[src/rtl/router_pkt_src_if.sv]
// Host/router-side bundle of router_pkt_src: payload write port, request handshake, router byte stream.
// The err_inj input exists only when PKT_SRC_ERRINJ_EN is defined.
interface router_pkt_src_if;
`ifdef PKT_SRC_ERRINJ_EN
  logic       err_inj;
`endif
  logic       pld_wr_en;
  logic [7:0] pld_wr_data;
  logic       pld_full;
  logic [6:0] pld_count;
  logic       req_valid;
  logic [1:0] req_addr;
  logic [5:0] req_len;
  logic       req_ready;
  logic       req_err;
  logic       busy;
  logic [7:0] data_in;
  logic       pkt_valid;
  logic       pkt_done;

  modport master (
`ifdef PKT_SRC_ERRINJ_EN
    output err_inj,
`endif
    output pld_wr_en, pld_wr_data, req_valid, req_addr, req_len, busy,
    input  pld_full, pld_count, req_ready, req_err, data_in, pkt_valid, pkt_done
  );

  modport slave (
`ifdef PKT_SRC_ERRINJ_EN
    input  err_inj,
`endif
    input  pld_wr_en, pld_wr_data, req_valid, req_addr, req_len, busy,
    output pld_full, pld_count, req_ready, req_err, data_in, pkt_valid, pkt_done
  );
endinterface

[src/rtl/router_pkt_src.sv]
// Packet source feeding the 1x3 router: buffers payload, then emits header, payload and XOR parity
// back to back. Optional parity error injection is enabled by defining PKT_SRC_ERRINJ_EN.
module router_pkt_src #(
  parameter int PLD_DEPTH  = 64,
  parameter int GAP_CYCLES = 3
) (
  input  logic           clk,
  input  logic           resetn,
  router_pkt_src_if.slave bus
);

  localparam int AW = $clog2(PLD_DEPTH);
  localparam int GW = $clog2(GAP_CYCLES + 2);

  typedef enum logic [2:0] {IDLE, HDR, PLD, PAR, GAP} state_t;

  state_t        state, state_nxt;

  logic [7:0]    mem [PLD_DEPTH];
  logic [AW-1:0] wr_ptr, rd_ptr;
  logic [6:0]    count, count_nxt;
  logic          full, push, pop;

  logic [7:0]    data_q, data_nxt;
  logic          pkt_valid_q, pkt_valid_nxt;
  logic          pkt_done_q, pkt_done_nxt;
  logic          req_err_q, req_err_nxt;
  logic [5:0]    rem, rem_nxt;
  logic [7:0]    parity, parity_nxt;
  logic [GW-1:0] gap_left, gap_nxt;

  logic          illegal, req_ready, take, accept, inv_par;

  assign full      = (count == 7'(PLD_DEPTH));
  assign push      = bus.pld_wr_en & ~full;
  assign illegal   = (bus.req_len == 6'd0) | (bus.req_addr == 2'b11);
  assign req_ready = (state == IDLE) & (illegal | ({1'b0, bus.req_len} <= count));
  assign take      = bus.req_valid & req_ready;
  assign accept    = ~bus.busy;

`ifdef PKT_SRC_ERRINJ_EN
  logic err_flag;

  always_ff @(posedge clk) begin
    if (state == IDLE && take && !illegal)
      err_flag <= bus.err_inj;
  end

  assign inv_par = err_flag;
`else
  assign inv_par = 1'b0;
`endif

  // Payload buffer storage; pointers wrap naturally since the depth is a power of two
  always_ff @(posedge clk) begin
    if (push)
      mem[wr_ptr] <= bus.pld_wr_data;
  end

  always_comb begin
    count_nxt = count;
    case ({push, pop})
      2'b10:   count_nxt = count + 7'd1;
      2'b01:   count_nxt = count - 7'd1;
      default: count_nxt = count;
    endcase
  end

  always_comb begin
    state_nxt     = state;
    data_nxt      = data_q;
    pkt_valid_nxt = pkt_valid_q;
    pkt_done_nxt  = 1'b0;
    req_err_nxt   = 1'b0;
    pop           = 1'b0;
    rem_nxt       = rem;
    parity_nxt    = parity;
    gap_nxt       = gap_left;

    case (state)
      IDLE: begin
        if (take) begin
          if (illegal) begin
            req_err_nxt = 1'b1;
          end else begin
            rem_nxt       = bus.req_len;
            parity_nxt    = 8'h00;
            data_nxt      = {bus.req_len, bus.req_addr};
            pkt_valid_nxt = 1'b1;
            state_nxt     = HDR;
          end
        end
      end

      HDR: begin
        if (accept) begin
          parity_nxt = parity ^ data_q;
          pop        = 1'b1;
          data_nxt   = mem[rd_ptr];
          state_nxt  = PLD;
        end
      end

      // Next byte is prepared in the same cycle the current one is consumed: no bubbles
      PLD: begin
        if (accept) begin
          parity_nxt = parity ^ data_q;
          rem_nxt    = rem - 6'd1;
          if (rem == 6'd1) begin
            data_nxt      = (parity ^ data_q) ^ {8{inv_par}};
            pkt_valid_nxt = 1'b0;
            state_nxt     = PAR;
          end else begin
            pop      = 1'b1;
            data_nxt = mem[rd_ptr];
          end
        end
      end

      PAR: begin
        if (accept) begin
          pkt_done_nxt = 1'b1;
          data_nxt     = 8'h00;
          gap_nxt      = GW'(GAP_CYCLES);
          state_nxt    = GAP;
        end
      end

      // Gap counts down regardless of busy; leaving it waits for busy to drop
      GAP: begin
        if (gap_left > GW'(1))
          gap_nxt = gap_left - GW'(1);
        else if (accept)
          state_nxt = IDLE;
      end

      default: state_nxt = IDLE;
    endcase
  end

  always_ff @(posedge clk) begin
    if (resetn) begin
      state <= IDLE;
    end else begin
      state <= state_nxt;
    end
  end

  always_ff @(posedge clk) begin
    if (resetn) begin
      wr_ptr      <= '0;
      rd_ptr      <= '0;
      count       <= 7'd0;
      data_q      <= 8'h00;
      pkt_valid_q <= 1'b0;
      pkt_done_q  <= 1'b0;
      req_err_q   <= 1'b0;
      rem         <= 6'd0;
      gap_left    <= '0;
    end else begin
      if (push)
        wr_ptr <= wr_ptr + 1'b1;
      if (pop)
        rd_ptr <= rd_ptr + 1'b1;
      count       <= count_nxt;
      data_q      <= data_nxt;
      pkt_valid_q <= pkt_valid_nxt;
      pkt_done_q  <= pkt_done_nxt;
      req_err_q   <= req_err_nxt;
      rem         <= rem_nxt;
      gap_left    <= gap_nxt;
    end
  end

  always_ff @(posedge clk) begin
    parity <= parity_nxt;
  end

  assign bus.pld_full  = full;
  assign bus.pld_count = count;
  assign bus.req_ready = req_ready;
  assign bus.req_err   = req_err_q;
  assign bus.data_in   = data_q;
  assign bus.pkt_valid = pkt_valid_q;
  assign bus.pkt_done  = pkt_done_q;

endmodule

[src/flat_wrapper.sv]
// flat-port wrapper written by rule: the top's interface ports become plain ports
module router_pkt_src_flat 
#(
  parameter int PLD_DEPTH  = 64,
  parameter int GAP_CYCLES = 3
)
  (clk, resetn, bus_pld_wr_en, bus_pld_wr_data, bus_req_valid, bus_req_addr, bus_req_len, bus_busy, bus_pld_full, bus_pld_count, bus_req_ready, bus_req_err, bus_data_in, bus_pkt_valid, bus_pkt_done);
  router_pkt_src_if bus_i ();
  input  logic clk;
  input  logic resetn;
  input wire logic [$bits(bus_i.pld_wr_en)-1:0] bus_pld_wr_en;
  input wire logic [$bits(bus_i.pld_wr_data)-1:0] bus_pld_wr_data;
  input wire logic [$bits(bus_i.req_valid)-1:0] bus_req_valid;
  input wire logic [$bits(bus_i.req_addr)-1:0] bus_req_addr;
  input wire logic [$bits(bus_i.req_len)-1:0] bus_req_len;
  input wire logic [$bits(bus_i.busy)-1:0] bus_busy;
  output wire logic [$bits(bus_i.pld_full)-1:0] bus_pld_full;
  output wire logic [$bits(bus_i.pld_count)-1:0] bus_pld_count;
  output wire logic [$bits(bus_i.req_ready)-1:0] bus_req_ready;
  output wire logic [$bits(bus_i.req_err)-1:0] bus_req_err;
  output wire logic [$bits(bus_i.data_in)-1:0] bus_data_in;
  output wire logic [$bits(bus_i.pkt_valid)-1:0] bus_pkt_valid;
  output wire logic [$bits(bus_i.pkt_done)-1:0] bus_pkt_done;
  assign bus_i.pld_wr_en = bus_pld_wr_en;
  assign bus_i.pld_wr_data = bus_pld_wr_data;
  assign bus_i.req_valid = bus_req_valid;
  assign bus_i.req_addr = bus_req_addr;
  assign bus_i.req_len = bus_req_len;
  assign bus_i.busy = bus_busy;
  assign bus_pld_full = bus_i.pld_full;
  assign bus_pld_count = bus_i.pld_count;
  assign bus_req_ready = bus_i.req_ready;
  assign bus_req_err = bus_i.req_err;
  assign bus_data_in = bus_i.data_in;
  assign bus_pkt_valid = bus_i.pkt_valid;
  assign bus_pkt_done = bus_i.pkt_done;
  router_pkt_src #(.PLD_DEPTH(PLD_DEPTH), .GAP_CYCLES(GAP_CYCLES)) u_core (.clk(clk), .resetn(resetn), .bus(bus_i));
endmodule
[config.mk]
export PLATFORM = sky130hd
export DESIGN_NAME = router_pkt_src_flat
export DESIGN_NICKNAME = d
export VERILOG_FILES = /design/src/rtl/router_pkt_src_if.sv /design/src/rtl/router_pkt_src.sv /design/src/flat_wrapper.sv
export SDC_FILE = /design/constraint.sdc
export NUM_CORES = 1
export LEC_CHECK = 0
export BUFFER_PORTS_ARGS = -buffer_cell sky130_fd_sc_hd__buf_4
export CORE_MARGIN = 3
export CORE_UTILIZATION = 45
export CTS_CLUSTER_DIAMETER = 150
export DETAILED_ROUTE_END_ITERATION = 10
export PLACE_DENSITY = 0.62
export SYNTH_ARGS = -nofsm -noshare
export SYNTH_HDL_FRONTEND = slang
export SYNTH_SLANG_ARGS = --single-unit
[constraint.sdc]
create_clock -name clk -period 4.7 [get_ports clk]
set_clock_uncertainty 0.1 [all_clocks]
set_input_delay 0.47 -clock clk [delete_from_list [all_inputs] [get_ports clk]]
set_output_delay 0.47 -clock clk [all_outputs]
set_load 0.02 [all_outputs]
* After elaboration in Yosys (flattened, before gate mapping)
Memories as Yosys holds them, arrays and structs flattened. A register that Yosys moved wholly into a read port is not among the register bits.
Cells that the tools add are included.
** Cells by class
- $add $sub $neg :: 6
- Multipliers :: 0
- Divide/modulo/power cells :: 0
- $lt $le $gt $ge :: 2
- Equal/unequal tests :: 19
- Shifts and indexed selects :: 0
- Multiplexer cells :: 42
- Bitwise operators :: 10
- Reductions and logical operators :: 16
** Operator list (count)
- 8-bit two-way mux :: 9
- 8-bit case mux with 4 select lines :: 1
- 3-bit two-way mux :: 10
- 6-bit two-way mux :: 5
- 8-bit case mux with 2 select lines :: 1
- 3-bit case mux with 5 select lines :: 1
- 2-bit inequality test (second input constant) :: 7
- 7-bit case mux with 2 select lines :: 1
- 6-bit by 1-bit adder with 6-bit output (second input constant) :: 2
- 6-bit case mux with 2 select lines :: 1
- 1-bit two-way mux :: 10
- 4-bit AND reduction :: 2
- 8-bit AND reduction :: 1
- 2-bit nonzero test :: 4
- 8-bit XOR :: 1
- 7-bit by 1-bit adder with 7-bit output (second input constant) :: 1
- 7-bit equality test (second input constant) :: 1
- 6-bit by 7-bit less-or-equal comparator with 1-bit output :: 1
- 7-bit by 1-bit subtractor with 7-bit output (second input constant) :: 1
- 3-bit by 2-bit equality test with 1-bit output (second input constant) :: 2
- 6-bit by 1-bit equality test with 1-bit output (second input constant) :: 1
- 6-bit zero test :: 1
- 2-bit by 1-bit inequality test with 1-bit output (second input constant) :: 3
- 3-bit case mux with 2 select lines :: 1
- other kinds (18) :: 27
** Storage, ports and cells
- Flip-flop bits (word level) :: 50
- Latch bits :: 0
- Memory bits (writable) :: 512
- Memory bits (read-only) :: 0
- Input bits :: 21
- Logic and storage cells :: 107
- Memories kept :: 1
** Memory list
- u_core.mem :: depth 64, bits a word 8, read ports 1, clocked after memory_dff 1, wr ports 1, RTL line router_pkt_src.sv:19 : logic [7:0] mem [PLD_DEPTH];

* Longest topological paths before layout
Gate-level depths: netlist of run 1.
- Word-level depth :: 7
- Gate-level depth with buffers :: 17

* Least setup slack after synthesis of run 1
OpenSTA, ideal clock, no wires.
- Path kind :: flip-flop to flip-flop
- Start :: reg u_core.rem[1]
- End :: reg u_core.count[6] (netlist: u_core.bus.pld_count[6])
- Library setup time :: 0.120 ns
- Data arrival time :: 3.223 ns
- Required time :: 4.480 ns
- Setup slack :: 1.257 ns
- Cell stages (with the launch flop) :: 18
- Period minus slack after synthesis :: 3.443 ns
- Cell sequence :: dfxtp_1 -> inv_1 -> ha_1 -> nor2b_1 -> a311o_1 -> buf_2 -> nor2_2 -> ha_1 -> buf_2 -> xor2_1 -> ha_1 -> nor3_1 -> a21oi_1 -> o22a_1 -> a22o_4 -> a211oi_1 -> mux2i_1 -> a211o_1
** Between the ends
- Cells in the longest elaborated chain, start to end :: 6
** RTL lines
- start: declaration :: RTL line router_pkt_src.sv:28 : logic [5:0] rem, rem_nxt;
- start signal: assignment :: RTL line router_pkt_src.sv:170 : rem <= rem_nxt;
- 6-bit by 1-bit equality test with 1-bit output (*) :: RTL line router_pkt_src.sv:109 : if (rem == 6'd1) begin
- 1-bit two-way mux (*) :: RTL line router_pkt_src.sv:109
- 1-bit two-way mux (*) :: RTL line router_pkt_src.sv:106 : if (accept) begin
- 1-bit case mux with 2 select lines (*) :: RTL line router_pkt_src.sv:80 : case (state)
- named net u_core.pop :: RTL line router_pkt_src.sv:22 : logic full, push, pop;
- 2-bit by 1-bit equality test with 1-bit output / 2-bit equality test (equally long branches) :: RTL line router_pkt_src.sv:62 : case ({push, pop})
- 7-bit case mux with 2 select lines / 2-bit nonzero test (equally long branches)
- end signal: assignment :: RTL line router_pkt_src.sv:165 : count <= count_nxt;
- end: declaration :: RTL line router_pkt_src.sv:21 : logic [6:0] count, count_nxt;
The timed path passes the listed nets; every way through them passes the cells marked *.
A chain may end at the register's enable or synchronous reset.

* Final worst setup path of run 1
- Start :: reg u_core.count[3] (netlist: u_core.bus.pld_count[3])
- End :: reg u_core.count[6] (netlist: u_core.bus.pld_count[6])
** Between the ends
- Cells in the longest elaborated chain, start to end :: 5
** RTL lines
- parallel branches: the longest is 5 deep, another holds 7-bit by 1-bit subtractor with 7-bit output
Parallel ways; which one is timed is not known.

==> flow_metrics.env, run 1 <==
export IMPL_outcome="complete, no violations"
export IMPL_leakage_uw=0.007802
export IMPL_worst_endpoint_required_ps=5090
export IMPL_clk_latency_ps=610
export IMPL_startpoint="u_core.bus.pld_count[3]"
export IMPL_post_cts_resized=0
export IMPL_synthArstFlopShare=0
export IMPL_path_max_fanout=14
export IMPL_irDropWorstVdd_uv=326.3
export IMPL_layout_commonest_cell="sky130_fd_sc_hd__edfxtp_1"
export IMPL_design_power_total_uw=10690
export IMPL_routed_wirelength_um=50000
export IMPL_cts_htree_levels=2
export IMPL_num_io_pins=41
export IMPL_yosys_warnings=0
export IMPL_final_hold_violation_count=0
export IMPL_reg2reg_slack_ps=830
export IMPL_floorplan_initialDensity=0.4602
export IMPL_pwr_density_cell_nw_per_um2=419.2
export IMPL_slew_violations=0
export IMPL_antenna_diode_count=0
export IMPL_wl_per_cell_um=24.78
export IMPL_synth_area_top_cells="sky130_fd_sc_hd__edfxtp_1 (69%), sky130_fd_sc_hd__mux4_2 (12%), sky130_fd_sc_hd__dfxtp_1 (4.2%), sky130_fd_sc_hd__nor2_1 (2.1%), sky130_fd_sc_hd__a22oi_1 (1.8%)"
export IMPL_vias_post_dr=11720
export IMPL_grtUsageTotal=0.1897
export IMPL_chipHeight_um=230.9
export IMPL_ys_ff_latch=568
export IMPL_timing_max_slew_rel_slack=0.1962
export IMPL_proportion_of_layout_cells_with_a_drive_suffix_above_1=0.2053
export IMPL_drt_first_pass_iters=5
export IMPL_detail_route_drc_violations=0
export IMPL_finalSetupViolations=0
export IMPL_cts_root_to_sink_buffers=3
export IMPL_area_inside_the_core_boundary_um2=49460
export IMPL_grt_start_max_net_pins=65
export IMPL_setup_worst_path_class="flop to flop"
export IMPL_fin_crit_ps=3870
export IMPL_detail_route_iter0_violations=1139
export IMPL_maxClockFrequency_ghz=0.2584
export IMPL_synth_seq_area_share=0.7283
export IMPL_routed_via_density=5.809
export IMPL_max_cap_viol_count=0
export IMPL_cts_tree="yes"
export IMPL_synth_top_cell_area_share=0.6861
export IMPL_cp_data_arrival_time_ps=4260
export IMPL_most_frequent_cells_in_the_layout="sky130_fd_sc_hd__edfxtp_1 (520), sky130_fd_sc_hd__nor2_1 (127), sky130_fd_sc_hd__mux4_2 (126)"
export IMPL_grt_overflow_total=0
export IMPL_timing_worst_slew_pin_value_ps=1195
export IMPL_netlist_instances=1273
export IMPL_fin_tns_setup_ps=0
export IMPL_grt_antenna_before_repair=0
export IMPL_grt_pass1_vias=11730
export IMPL_cts_made_buffers=56
export IMPL_grt_first_pass_wirelength_um=75450
export IMPL_clk_transition_reported_paths_ps=60
export IMPL_cts_num_sinks=568
export IMPL_port_buffer_count=40
export IMPL_unrepaired_setup_endpoints_after_global_routing="no"
export IMPL_chipWidth_um=230.9
export IMPL_worst_hold_path_num_cells=3
export IMPL_timing_hold_worst_endpoint="u_core.bus.req_err"
export IMPL_dp_hpwl_um=29980
export IMPL_r2r_path_start="u_core.bus.pld_count[3]"
export IMPL_post_synth_instance_area_um2=22760
export IMPL_ys_flop_type="sky130_fd_sc_hd__edfxtp_1"
export IMPL_syn2layout_area_growth_pct=12.08
export IMPL_avg_synthesized_cell_area_um2=17.88
export IMPL_synthDistinctLibCells=57
export IMPL_min_from="bus_req_valid"
export IMPL_ff2ff_path_depth=13
export IMPL_worstSetupStartpointType="flop"
export IMPL_postSynthNetCount=1308
export IMPL_cts_root_buf="sky130_fd_sc_hd__clkbuf_16"
export IMPL_r2r_end="u_core.bus.pld_count[6]"
export IMPL_number_of_enable_flip_flop_cells_after_synthesis=520
export IMPL_period_share=0.8234
export IMPL_num_fill_cells=4033
export IMPL_finalWeightedCongestion=0.8300
export IMPL_post_cts_hold_buffer_count=0
export IMPL_timing_hold_worst_class="input port to flop"
export IMPL_num_rows=81
export IMPL_final_net_count=1346
export IMPL_kind_of_capture_point_of_the_worst_setup_path="flop"
export IMPL_detail_route_antenna_nets=0
export IMPL_cts_setup_buffers=0
export IMPL_synth_largest_area_cell="sky130_fd_sc_hd__edfxtp_1"
export IMPL_die_area_um2=53310
## how the worst max path moves through the flow
stage                                   end  cells after the start
global route        u_core.bus.pld_count[6]                     13
CTS                 u_core.bus.pld_count[6]                     13
global placement    u_core.bus.pld_count[6]                     13
finish              u_core.bus.pld_count[6]                     13
detailed placement  u_core.bus.pld_count[6]                     13
floorplan           u_core.bus.pld_count[6]                     17
## sequential cells by signal, indices dropped and copies added, names as in the netlist, named ones only
| register | flops |
|---|---|
| u_core.parity | 8 |
| u_core.bus.req_err | 1 |
| u_core.state | 3 |
| u_core.rem | 6 |
| u_core.bus.pkt_done | 1 |
| u_core.rd_ptr | 6 |
| u_core.bus.pkt_valid | 1 |
| u_core.bus.pld_count | 7 |
| u_core.wr_ptr | 6 |
| u_core.mem | 512 |
| u_core.bus.data_in | 8 |
| u_core.gap_left | 3 |
## per-stage QoR
step	hold WS (ps)	cells	setup WS [ps]	cell area, µm²	util
4_1_cts	5.186	2018	829.8	25510	0.5158
5_1_grt	38.28	2018	459.8	25510	0.5158
6_report	38.75	2018	830.2	25510	0.5158
3_3_place_gp	366.4	1917	940.7	23740	0.4800
2_1_floorplan	354.4	1273	1257	22760	-
3_5_place_dp	376.3	1917	823.2	23740	0.4800
## worst max-delay path, stage by stage (launching register included)
cell                       delay (ps)
sky130_fd_sc_hd__dfxtp_1          430
sky130_fd_sc_hd__or4b_1           610
sky130_fd_sc_hd__o21a_1           350
sky130_fd_sc_hd__inv_1            170
sky130_fd_sc_hd__ha_1             460
sky130_fd_sc_hd__xor2_1           120
sky130_fd_sc_hd__ha_1             230
sky130_fd_sc_hd__nor3_1           140
sky130_fd_sc_hd__a21oi_1           60
sky130_fd_sc_hd__o22a_1           200
sky130_fd_sc_hd__a22o_4           270
sky130_fd_sc_hd__a211oi_1         270
sky130_fd_sc_hd__mux2i_1          110
sky130_fd_sc_hd__a211o_1          220
## cell usage after synthesis, drive strengths merged, types with 20 or more instances
| master | n |
|---|---|
| edfxtp | 520 |
| nor2 | 129 |
| mux4 | 126 |
| a22oi | 54 |
| a21oi | 53 |
| dfxtp | 48 |
| clkbuf | 41 |
| buf | 35 |
| nand2 | 29 |
| nor3 | 23 |
| o21ai | 21 |
| inv | 20 |
## area by class of cell
| cell class | instances | area (µm²) | area share |
|---|---|---|---|
| clock inverter | 37 | 337.8 | 0.01324 |
| sequential | 568 | 16580 | 0.6501 |
| timing repair buffer | 56 | 508.0 | 0.01991 |
| multi-input combinational | 609 | 5743 | 0.2251 |
| tap | 664 | 830.8 | 0.03257 |
| clock buffer | 64 | 1431 | 0.05611 |
| inverter | 20 | 75.07 | 0.002943 |
## logic make-up (layout without fill, tap and decap cells)
logic type	count (synthesis)	in the layout	share of synthesized area
mux	138	138	0.1300
fa+ha+maj	14	14	0.007696
buf+inv	96	177	0.01996
xor+xnor	23	23	0.008851
flops	568	568	0.7283
compound gates	173	173	0.05079
simple gates	261	261	0.05442
## metal layers
layer,up-vias,share of wire,track usage
met4,0,0.027,0.05869
met2,398,0.46,0.2916
met1,6059,0.45,0.2804
li1,5188,-,-
met3,77,0.066,0.03221
met5,-,0,0
## power by group
group / switching [µW] / leakage (µW) / total, µW / internal, µW
clock: 1840 / 0.000867 / 4340 / 2500
sequential: 63.8 / 0.00507 / 5630 / 5570
combinational: 421 / 0.00186 / 719 / 297
total: 2330 / 0.00780 / 10700 / 8370
(Power assumes the default switching activity.)
==> run 2: changes to the inputs <==
ABC_AREA = 1   (was unset)
clock period = 3.7 ns   (was 4.7 ns; I/O delays follow)
==> flow_metrics.env, run 2 <==
export IMPL_max_cap_viol_count=0
export IMPL_syn2layout_area_growth_pct=11.45
export IMPL_grt_antenna_before_repair=0
export IMPL_multiInputGateArea_um2=6501
export IMPL_leakage_uw=0.009798
export IMPL_post_cts_resized=0
export IMPL_outcome="complete, no violations"
export IMPL_placed_area_um2=25110
export IMPL_dominant_combinational_cell_family_by_area_after_synthesis="simple AND/OR/NAND/NOR gates"
export IMPL_grt_overflow_total=0
export IMPL_synthDistinctLibCells=41
export IMPL_detail_route_antenna_nets=0
export IMPL_post_synth_top_count_cell="sky130_fd_sc_hd__edfxtp_1"
export IMPL_critical_path_cell_count=17
export IMPL_min_from="resetn"
export IMPL_path_max_fanout=12
export IMPL_grt_start_max_net_pins=154
export IMPL_num_rows=84
export IMPL_worstSetupStartpointType="flop"
export IMPL_final_net_count=2306
export IMPL_cts_num_sinks=568
export IMPL_grt_first_pass_wirelength_um=96480
export IMPL_synth_adder_area_share=0.007245
export IMPL_most_frequent_cells_in_the_layout="sky130_fd_sc_hd__edfxtp_1 (520), sky130_fd_sc_hd__nand2_1 (457), sky130_fd_sc_hd__nor2_1 (362)"
export IMPL_timing_hold_worst_class="input port to flop"
export IMPL_finalSetupViolations=0
export IMPL_cts_root_to_sink_buffers=3
export IMPL_avg_synthesized_cell_area_um2=10.78
export IMPL_chipHeight_um=237.8
export IMPL_routed_wirelength_um=63770
export IMPL_largest_reg_flops=512
export IMPL_netlist_instances=2244
export IMPL_synth_top_cell_area_share=0.6458
export IMPL_fin_tns_setup_ps=0
export IMPL_period_share=0.7923
export IMPL_area_inside_the_core_boundary_um2=52870
export IMPL_dp_hpwl_um=36300
export IMPL_drt_first_pass_iters=6
export IMPL_slowest_delay_ps=440
export IMPL_proportion_of_layout_cells_with_a_drive_suffix_above_1=0.07852
export IMPL_top_register="u_core.mem"
export IMPL_seqCellArea_um2=16580
export IMPL_chipWidth_um=237.8
export IMPL_cp_data_arrival_time_ps=3340
export IMPL_r2r_path_start="u_core.rem[1]"
export IMPL_synth_seq_area_share=0.6855
export IMPL_maxClockFrequency_ghz=0.3411
export IMPL_ff2ff_path_depth=17
export IMPL_worst_hold_path_num_cells=2
export IMPL_slew_violations=0
export IMPL_irDropWorstVdd_uv=410.5
export IMPL_fin_crit_ps=2931
export IMPL_detail_route_iter0_violations=1864
export IMPL_number_of_enable_flip_flop_cells_after_synthesis=520
export IMPL_timing_max_slew_rel_slack=0.2646
export IMPL_simple_gate_area_share_of_the_yosys_netlist=0.2101
export IMPL_kind_of_capture_point_of_the_worst_setup_path="flop"
export IMPL_clk_transition_reported_paths_ps=60
export IMPL_cts_root_buf="sky130_fd_sc_hd__clkbuf_16"
export IMPL_ys_flop_type="sky130_fd_sc_hd__edfxtp_1"
export IMPL_design_power_total_uw=17480
export IMPL_grtUsageTotal=0.2227
export IMPL_cts_tree="yes"
export IMPL_wl_per_cell_um=21.21
export IMPL_slowest_cell_on_crit_path="sky130_fd_sc_hd__ha_1"
export IMPL_worst_endpoint_required_ps=4100
export IMPL_port_buffer_count=40
export IMPL_pwr_density_cell_nw_per_um2=648.8
export IMPL_detail_route_drc_violations=0
export IMPL_cts_htree_levels=2
export IMPL_crit_buf_inv=4
export IMPL_final_hold_violation_count=0
export IMPL_timing_critical_path_max_delay_family="simple AND/OR/NAND/NOR gates"
export IMPL_cts_made_buffers=58
export IMPL_setup_worst_path_class="flop to flop"
export IMPL_synth_area_top_cells="sky130_fd_sc_hd__edfxtp_1 (65%), sky130_fd_sc_hd__nand2_1 (7.1%), sky130_fd_sc_hd__nand3_1 (7.1%), sky130_fd_sc_hd__nor2_1 (5.6%), sky130_fd_sc_hd__dfxtp_1 (4.0%)"
export IMPL_r2r_end="u_core.bus.pld_count[4]"
export IMPL_synth_mux_area_frac=0
export IMPL_die_area_um2=56550
export IMPL_synthArstFlopShare=0
export IMPL_timing_hold_worst_endpoint="u_core.bus.req_err"
export IMPL_unrepaired_setup_endpoints_after_global_routing="no"
export IMPL_synth_largest_area_cell="sky130_fd_sc_hd__edfxtp_1"
export IMPL_grt_pass1_vias=16370
export IMPL_finalWeightedCongestion=0.8873
export IMPL_num_fill_cells=4727
export IMPL_vias_post_dr=16710
export IMPL_list_of_most_frequent_post_synthesis_cells="sky130_fd_sc_hd__edfxtp_1 (520), sky130_fd_sc_hd__nand2_1 (457), sky130_fd_sc_hd__nor2_1 (362)"
export IMPL_floorplan_initialDensity=0.4574
export IMPL_routed_via_density=5.558
export IMPL_startpoint="u_core.rem[1]"
export IMPL_clk_latency_ps=620
export IMPL_reg2reg_slack_ps=770
export IMPL_finalInstanceArea_um2=26950
export IMPL_yosys_warnings=0
export IMPL_antenna_diode_count=0
export IMPL_ys_ff_latch=568
export IMPL_postSynthNetCount=2279
export IMPL_crit_path_cell_chain="inv_1, ha_1, nand4_1, nand3_1, nand2_1, ha_1, xnor2_1, inv_1, ha_1, inv_1, nand2_1, a21boi_1, nor2_1, nor2_1, nand2_1, nand2_1, inv_1"
export IMPL_num_io_pins=41
export IMPL_synth_compound_gate_area_share=0.04533
export IMPL_layout_commonest_cell="sky130_fd_sc_hd__edfxtp_1"
export IMPL_synth_xor_area_share=0.006158
export IMPL_post_synth_instance_area_um2=24180
export IMPL_timing_worst_slew_pin_value_ps=1099
-- run 2: repair_timing --
action	4_1_cts	5_1_grt
endpoints found under the hold margin	5	0
hold buffers	5	0
setup endpoints to repair	0	0
setup buffers	0	0
-- run 2: worst max-delay path by stage --
stage / to / slack [ps]
6_report: u_core.bus.pld_count[4] / 770
5_1_grt: u_core.bus.pld_count[4] / 500
4_1_cts: u_core.bus.pld_count[4] / 800
3_5_place_dp: u_core.bus.pld_count[4] / 830
3_3_place_gp: u_core.bus.pld_count[4] / 850
2_1_floorplan: u_core.bus.pld_count[4] / 1260
-- run 2: cell families (layout without fill, tap and decap cells) --
| family | count (synthesis) | after routing |
|---|---|---|
| AOI/OAI and AO/OA | 203 | 203 |
| DFF | 568 | 568 |
| adders and majority gates | 14 | 14 |
| xor gates and xnor gates | 17 | 17 |
| and+or+nand+nor | 1205 | 1205 |
| buffers and inverters | 237 | 311 |
-- run 2: area by class of cell --
class | count | area share
clock buffers | 73 | 0.05674
clock inverters | 34 | 0.009704
inverters | 121 | 0.01713
multi-input cells | 1439 | 0.2413
flip-flops and latches | 568 | 0.6155
well taps | 688 | 0.03195
repair buffers | 83 | 0.02777
-- run 2: per-stage QoR --
stage | util | cells | setup slack [ps] | hold slack [ps]
after floorplan | - | 2244 | 1256 | 343.5
after global placement | 0.4749 | 2894 | 846.2 | 355.9
after detailed placement | 0.4749 | 2894 | 826.5 | 374.6
after CTS | 0.5097 | 3006 | 797.1 | 12.04
after global routing | 0.5097 | 3006 | 502.5 | 66.10
final | 0.5097 | 3006 | 768.6 | 44.10
-- run 2: where the power goes --
group / switching [µW] / internal (µW)
logic: 3140 / 1350
registers: 179 / 7240
clock network: 2450 / 3130
-- run 2: routing by layer --
| metal | GRT usage | up-vias | part of all wire |
|---|---|---|---|
| met5 | 0 | - | 0 |
| met4 | 0.07282 | 0 | 0.028 |
| met3 | 0.03910 | 118 | 0.070 |
| met2 | 0.3563 | 570 | 0.47 |
| met1 | 0.3115 | 8222 | 0.43 |
| li1 | - | 7798 | - |
==> run 3: changes to the inputs <==
clock period = 3 ns   (was 3.7 ns; I/O delays follow)
==> flow_metrics.env, run 3 (synthesis results as in run 2) <==
export IMPL_largest_reg_flops=512
export IMPL_grt_start_max_net_pins=146
export IMPL_antenna_diode_count=0
export IMPL_grtUsageTotal=0.2145
export IMPL_pwr_density_cell_nw_per_um2=802.5
export IMPL_routed_wirelength_um=60920
export IMPL_slew_violations=0
export IMPL_drt_first_pass_iters=6
export IMPL_layout_commonest_cell="sky130_fd_sc_hd__edfxtp_1"
export IMPL_proportion_of_layout_cells_with_a_drive_suffix_above_1=0.09419
export IMPL_port_buffer_count=40
export IMPL_cts_tree="yes"
export IMPL_finalWeightedCongestion=0.8947
export IMPL_clk_latency_ps=640
export IMPL_kind_of_capture_point_of_the_worst_setup_path="flop"
export IMPL_detail_route_iter0_violations=1578
export IMPL_finalSetupViolations=0
export IMPL_detail_route_drc_violations=0
export IMPL_period_share=0.8860
export IMPL_dp_hpwl_um=35840
export IMPL_grt_first_pass_wirelength_um=93870
export IMPL_syn2layout_area_growth_pct=13.31
export IMPL_cts_made_buffers=58
export IMPL_grt_overflow_total=0
export IMPL_final_hold_violation_count=0
export IMPL_vias_post_dr=16620
export IMPL_placed_area_um2=25360
export IMPL_irDropWorstVdd_uv=553.6
export IMPL_cts_root_buf="sky130_fd_sc_hd__clkbuf_16"
export IMPL_outcome="complete, no violations"
export IMPL_path_max_fanout=8
export IMPL_cts_setup_buffers=0
export IMPL_finalInstanceArea_um2=27400
export IMPL_leakage_uw=0.01007
export IMPL_cp_data_arrival_time_ps=2800
export IMPL_num_io_pins=41
export IMPL_grt_pass1_vias=16290
export IMPL_routed_via_density=5.457
export IMPL_worstSetupStartpointType="flop"
export IMPL_top_register="u_core.mem"
export IMPL_timing_worst_slew_pin_value_ps=889.3
export IMPL_grt_antenna_before_repair=0
export IMPL_worst_endpoint_required_ps=3140
export IMPL_chipHeight_um=237.8
export IMPL_cts_root_to_sink_buffers=3
export IMPL_cts_htree_levels=2
export IMPL_unrepaired_setup_endpoints_after_global_routing="no"
export IMPL_timing_max_slew_rel_slack=0.4071
export IMPL_timing_hold_worst_class="input port to flop"
export IMPL_most_frequent_cells_in_the_layout="sky130_fd_sc_hd__edfxtp_1 (520), sky130_fd_sc_hd__nand2_1 (457), sky130_fd_sc_hd__nor2_1 (362)"
export IMPL_area_inside_the_core_boundary_um2=52870
export IMPL_chipWidth_um=237.8
export IMPL_setup_worst_path_class="flop to flop"
export IMPL_detail_route_antenna_nets=0
export IMPL_num_fill_cells=4626
export IMPL_max_cap_viol_count=0
export IMPL_finalCoreUtilization=0.5183
export IMPL_cts_num_sinks=568
export IMPL_final_net_count=2344
export IMPL_maxClockFrequency_ghz=0.3762
export IMPL_wl_per_cell_um=20.00
export IMPL_die_area_um2=56550
export IMPL_fin_tns_setup_ps=0
export IMPL_num_rows=84
export IMPL_floorplan_initialDensity=0.4574
export IMPL_fin_crit_ps=2658
export IMPL_clk_transition_reported_paths_ps=60
==> run 3: final timing paths <==
| check | startpoint | end | slack [ps] | cells past startpoint |
|---|---|---|---|---|
| min | bus_req_len[3] | u_core.rem[3] | 170 | 7 |
| max reg2reg | u_core.bus.pld_count[3] | u_core.mem[27][2] | 340 | 8 |
| min reg2reg | u_core.rd_ptr[4] | flop | 390 | 1 |
| max | u_core.bus.pld_count[3] | u_core.mem[27][2] | 340 | 8 |
==> run 3: area by class of cell <==
class                      instances  area (µm²)  area share
inverter                         121       461.7     0.01685
clock buffer                      77        1583     0.05777
tap                              688       860.8     0.03142
timing repair buffer             121        1061     0.03873
sequential                       568       16580      0.6053
clock inverter                    31       344.1     0.01256
multi-input combinational       1439        6504      0.2374
==> run 3: where the power goes <==
part / leakage [µW] / switching [µW] / total (µW) / internal (µW)
clock network: 0.000942 / 3030 / 7270 / 4240
registers: 0.00508 / 227 / 9150 / 8930
logic: 0.00405 / 3810 / 5570 / 1760
==> run 3: timing repair <==
action,4_1_cts,5_1_grt
hold buffers,11,0
setup endpoints to repair,0,1
gates resized for setup,0,1
endpoints found under the hold margin,18,0
==> run 3: worst max-delay path, stage by stage, from the launching register on <==
cell	delay [ps]
sky130_fd_sc_hd__dfxtp_1	420
sky130_fd_sc_hd__nor2_1	100
sky130_fd_sc_hd__nand3_1	110
sky130_fd_sc_hd__nand2_1	220
sky130_fd_sc_hd__buf_4	250
sky130_fd_sc_hd__nor2_1	190
sky130_fd_sc_hd__nand3_1	140
sky130_fd_sc_hd__buf_4	220
sky130_fd_sc_hd__nor2_1	530
==> run 3: metrics by stage <==
| stage | total power (µW) | instances | hold slack, ps | setup slack [ps] |
|---|---|---|---|---|
| after floorplan | 13140 | 2244 | 298.9 | 556.3 |
| after global placement | 14790 | 2926 | 353.1 | 355.9 |
| after detailed placement | 14850 | 2926 | 374.5 | 329.7 |
| after CTS | 22110 | 3045 | 140.3 | 319.5 |
| after global routing | 23110 | 3045 | 199.8 | 84.75 |
| final | 21990 | 3045 | 173.8 | 341.9 |
==> run 3: layer usage <==
layer	track usage	vias to the layer above	wire length (µm)
met5	0	-	0
met4	0.07541	0	1877
met3	0.02901	120	3508
met2	0.3466	539	28710
met1	0.3006	8081	26820
li1	-	7878	-
